==> config.mk <==
export PLATFORM = sky130hd
export DESIGN_NAME = register_file
export DESIGN_NICKNAME = d
export VERILOG_FILES = /design/src/rtl/mips_pkg.sv /design/src/rtl/register_file.sv
export SDC_FILE = /design/constraint.sdc
export NUM_CORES = 2
export LEC_CHECK = 0
export CAP_MARGIN = 20
export CORE_UTILIZATION = 35
export CTS_CLUSTER_DIAMETER = 100
export DETAILED_ROUTE_END_ITERATION = 8
export RECOVER_POWER = 50
export SYNTH_ARGS = -nofsm -noshare
export SYNTH_HDL_FRONTEND = slang
export SYNTH_SLANG_ARGS = --single-unit
export TNS_END_PERCENT = 20
==> constraint.sdc <==
create_clock -name clk -period 3.8 [get_ports clk]
set_input_delay 0.57 -clock clk [delete_from_list [all_inputs] [get_ports clk]]
set_output_delay 0.57 -clock clk [all_outputs]
set_load 0.01 [all_outputs]
==> src/rtl/mips_pkg.sv <==
// Shared MIPS datapath constants and types used by the register file.
package mips_pkg;

  localparam int DATA_WIDTH = 32;
  localparam int ADDR_WIDTH = 5;
  localparam int NUM_REGS   = 2 ** ADDR_WIDTH;

  // $zero: architecturally hardwired to zero.
  localparam logic [ADDR_WIDTH-1:0] REG_ZERO = 5'd0;

  typedef logic [ADDR_WIDTH-1:0] reg_addr_t;
  typedef logic [DATA_WIDTH-1:0] word_t;

endpackage

==> src/rtl/register_file.sv <==
// 32 x 32-bit MIPS general-purpose register file.
// Two combinational read ports and one write port that commits on the
// falling edge of clk, so writeback data produced in the first half of a
// cycle is readable in the second half of that cycle. Register 0 always
// reads as zero. The control-unit flags ride along on the interface but do
// not influence the storage.
module register_file
  import mips_pkg::*;
#(
  parameter int DATA_WIDTH = mips_pkg::DATA_WIDTH,
  parameter int ADDR_WIDTH = mips_pkg::ADDR_WIDTH
) (
  input  logic                  clk,
  input  logic                  rst,
  input  logic [ADDR_WIDTH-1:0] readRegister1,
  input  logic [ADDR_WIDTH-1:0] readRegister2,
  input  logic [ADDR_WIDTH-1:0] writeRegister,
  output logic [DATA_WIDTH-1:0] readData1,
  output logic [DATA_WIDTH-1:0] readData2,
  input  logic [DATA_WIDTH-1:0] writeBack,
  input  logic                  RegisterWrite,
  input  logic                  MemoryToRegister,
  input  logic                  MemoryWrite,
  input  logic                  Branch,
  input  logic                  ALUSrc
);

  localparam int DEPTH = 2 ** ADDR_WIDTH;
  localparam logic [ADDR_WIDTH-1:0] ZERO_ADDR = ADDR_WIDTH'(REG_ZERO);

  logic [DATA_WIDTH-1:0] regs_q [DEPTH];
  logic                  wr_en_d;
  logic [DATA_WIDTH-1:0] rd1_d;
  logic [DATA_WIDTH-1:0] rd2_d;

  // Control flags are part of the datapath bundle but carry no meaning here.
  logic unused_ctrl;
  assign unused_ctrl = ^{MemoryToRegister, MemoryWrite, Branch, ALUSrc};

  // Qualify the write: enabled and not targeting the hardwired zero register.
  always_comb begin
    wr_en_d = 1'b0;
    if (RegisterWrite && (writeRegister != ZERO_ADDR)) begin
      wr_en_d = 1'b1;
    end
  end

  // Storage: cleared asynchronously by reset, written on the falling clock edge.
  always_ff @(negedge clk or negedge rst) begin
    if (!rst) begin
      for (int i = 0; i < DEPTH; i++) begin
        regs_q[i] <= '0;
      end
    end else if (wr_en_d) begin
      regs_q[writeRegister] <= writeBack;
    end
  end

  // Read port 1: combinational lookup, address 0 forced to zero.
  always_comb begin
    rd1_d = regs_q[readRegister1];
    if (readRegister1 == ZERO_ADDR) begin
      rd1_d = '0;
    end
  end

  // Read port 2: combinational lookup, address 0 forced to zero.
  always_comb begin
    rd2_d = regs_q[readRegister2];
    if (readRegister2 == ZERO_ADDR) begin
      rd2_d = '0;
    end
  end

  assign readData1 = rd1_d;
  assign readData2 = rd2_d;

endmodule

==> results_dict.tcl <==
set metrics [dict create \
    via_count 36200 \
    yosys_warnings 0 \
    setup_violations 64 \
    crit_type "reg2out" \
    viasPerCell 5.99 \
    status "finished, violations left" \
    worstPathArrival_ns 4.29 \
    intPower_mw 24.5 \
    fin_nets 3945 \
    utilization 0.436 \
    pwr_density_cell_nw_per_um2 502 \
    worstMarginPinSlew_ns 1.07 \
    synth_top_area_share 0.471 \
    io_pins 118 \
    pwr-share-clk 0.341 \
    largest_reg_flops 1024 \
    cts.reportedPaths.clkPinSlew_ns 0.05 \
    grt_pass1_wl_um 274000 \
    ys_seq_elements 1024 \
    drive_gt1_frac 0.631 \
    clockBufferDepth 3 \
    drt_iter0_drc 3152 \
    synthFlopType "dfrtn_1" \
    report.final.slew_viol_count 0 \
    comb_power_share 0.226 \
    cts_hold_buf 0 \
    wire_per_inst_um 31.1 \
    async_flop_share 1.00 \
    port-buffer-count 113 \
    synth_top_family_by_area "multiplexers" \
    synth_adder_area_share 0 \
    p_sw_mw 9.32 \
    ys_types 36 \
    synth_compound_area_frac 0.0484 \
    p_total_mw 33.8 \
    preCtsSetupSlack_ns -1.03 \
    netlist_top_cells_area "dfrtn_1 (47%), mux2_2 (22%), mux4_2 (19%)" \
    p_leak_nw 28.6 \
    synth_area_per_cell_um2 15.0 \
    startpoint_type "flop" \
    cts-htree-levels 3 \
    yosysSeqAreaShare 0.471 \
    hold_viol_final 0 \
    hold_slack_ns 0.341 \
    largest_register "regs_q" \
    grt_setup_unrepaired "yes" \
    finalNonFillerCells 6038 \
    synth.area.mux_share 0.428 \
    dieWidth_um 396 \
    worst_slack_ns -1.06 \
    place_inst 5828 \
    syn_inst 3621 \
    start_util 0.353 \
    yosysTopAreaCell "dfrtn_1" \
    grt_max_degree 75 \
    routed_wl_um 188000 \
    synth_most_common_cell "mux2_2" \
    clock-sinks 1024 \
    root_buffer "clkbuf_16" \
    min_path_type "reg2reg" \
    pwr-share-seq 0.434 \
    synth_simple_gate_area_frac 0.0161 \
    synth_nets 3675 \
    cap_violations 0 \
    drtPass1Iterations 8 \
    std_cell_rows 144 \
    slew_headroom 0.287 \
    dieArea_um2 157000 \
    syn_area_um2 54400 \
    top_regs "regs_q: 1024 flops" \
    fin_skew_ns 0 \
    cp-end-kind "primary output" \
    hpwlAfterDp_um 121000 \
    synth_edf_count 0 \
    grt_pass1_vias 37400 \
    area_growth_pct 23.7 \
    dieHeight_um 396 \
    setup_tns_ns -60.79 \
    fin_area_um2 67300 \
    cts_buffers 111 \
    synthXorXnorAreaFrac 0 \
    cp_max_fo 3 \
    antenna_found_initial 7 \
    synth_common_cells "mux2_2 (1046), dfrtn_1 (1024), mux4_2 (448)" \
    cp.required_ns 3.23 \
    dpl-instance-area_um2 62100 \
    clk-insertion-delay-late_ns 0.69 \
    ir_worst_vdd_uv 378 \
    gp_congestion 0.834 \
    ant_nets 0 \
    violations "DRC, setup timing" \
    cts_tree "built" \
    grt_use_total 0.239 \
    drc 28 \
    core_area_um2 154000 \
    swShare 0.276 \
    grt_overflow 0 \
]
-- critical path, stage by stage, from the launching register on --
cell and delay (ns):
dfrtn_1 0.37, mux4_2 0.46, nor2b_1 0.15, a211oi_2 0.28, a311oi_2 0.13, buf_4 0.20
buf_6 0.11
-- cell families after synthesis --
logic type | Yosys count
compound gates | 366
simple gates | 165
buf+inv | 434
flops | 1024
mux | 1632
-- area by class of cell --
type	count	area, µm²
Antenna cell	8	20.0
Clock buffer	165	3240
Clock inverter	43	641
Fill cell	13800	86900
Inverter	2	12.5
Multi-Input combinational cell	2163	28800
Sequential cell	1024	25600
Tap cell	2044	2560
Timing Repair Buffer	589	6350
-- cell usage in the layout, fill, tap and decap left out, drive strengths merged, types with 2 or more instances in the layout --
master / Yosys / final
or4: 2 / 2
mux2i: 128 / 128
nor2b: 71 / 71
nand4b: 3 / 3
diode: 0 / 8
o2111ai: 18 / 18
a311oi: 64 / 64
nor2: 19 / 19
clkbuf: 227 / 206
a211oi: 64 / 64
clkinvlp: 0 / 6
clkdlybuf4s50: 0 / 34
buf: 205 / 510
dlymetal6s2s: 0 / 3
bufinv: 0 / 12
or2: 2 / 2
nor3: 3 / 3
mux4: 448 / 448
nor3b: 2 / 2
and2: 2 / 2
mux2: 1056 / 1056
a22oi: 64 / 64
or3: 3 / 3
a221oi: 46 / 46
nand2: 49 / 49
clkinv: 0 / 22
dfrtn: 1024 / 1024
nand2b: 5 / 5
inv: 2 / 5
o21ai: 110 / 110
-- power groups by stage --
stage	clock, mW	sequential [mW]	combinational (mW)
floorplan	0	14.3	4.86
global placement	0	14.6	7.02
detailed placement	0	14.8	7.13
CTS	11.7	14.6	7.45
global route	12.1	14.9	8.10
finish	11.5	14.7	7.63
-- metal layers --
| layer | routed length (µm) | share of wire | GRT usage |
|---|---|---|---|
| met1 | 79400 | 0.42 | 0.331 |
| met4 | 6960 | 0.037 | 0.0888 |
| met3 | 13300 | 0.071 | 0.0411 |
| met2 | 87800 | 0.47 | 0.375 |
| met5 | 0 | 0 | 0 |
-- what timing repair did --
item,4_1_cts,5_1_grt
endpoints found under the setup margin,115,409
gates cloned,0,1
pin swaps,103,76
setup buffers,10,14
resized for setup,594,150
-- path summary, 6_finish.rpt --
check | start | to | slack [ns] | depth (start not counted)
worst max-delay path | regs_q[916] | readData1[20] | -1.06 | 6
worst min-delay path | regs_q[1010] | regs_q[1010] | 0.34 | 0
worst max register to register | regs_q[568] | regs_q[568] | 2.77 | 3
worst min register to register | regs_q[1010] | regs_q[1010] | 0.34 | 0
max in group asynchronous | rst | regs_q[726] | 0.18 | 2
min in group asynchronous | rst | regs_q[578] | 1.85 | 1
Power figures use the tool's default switching activity.
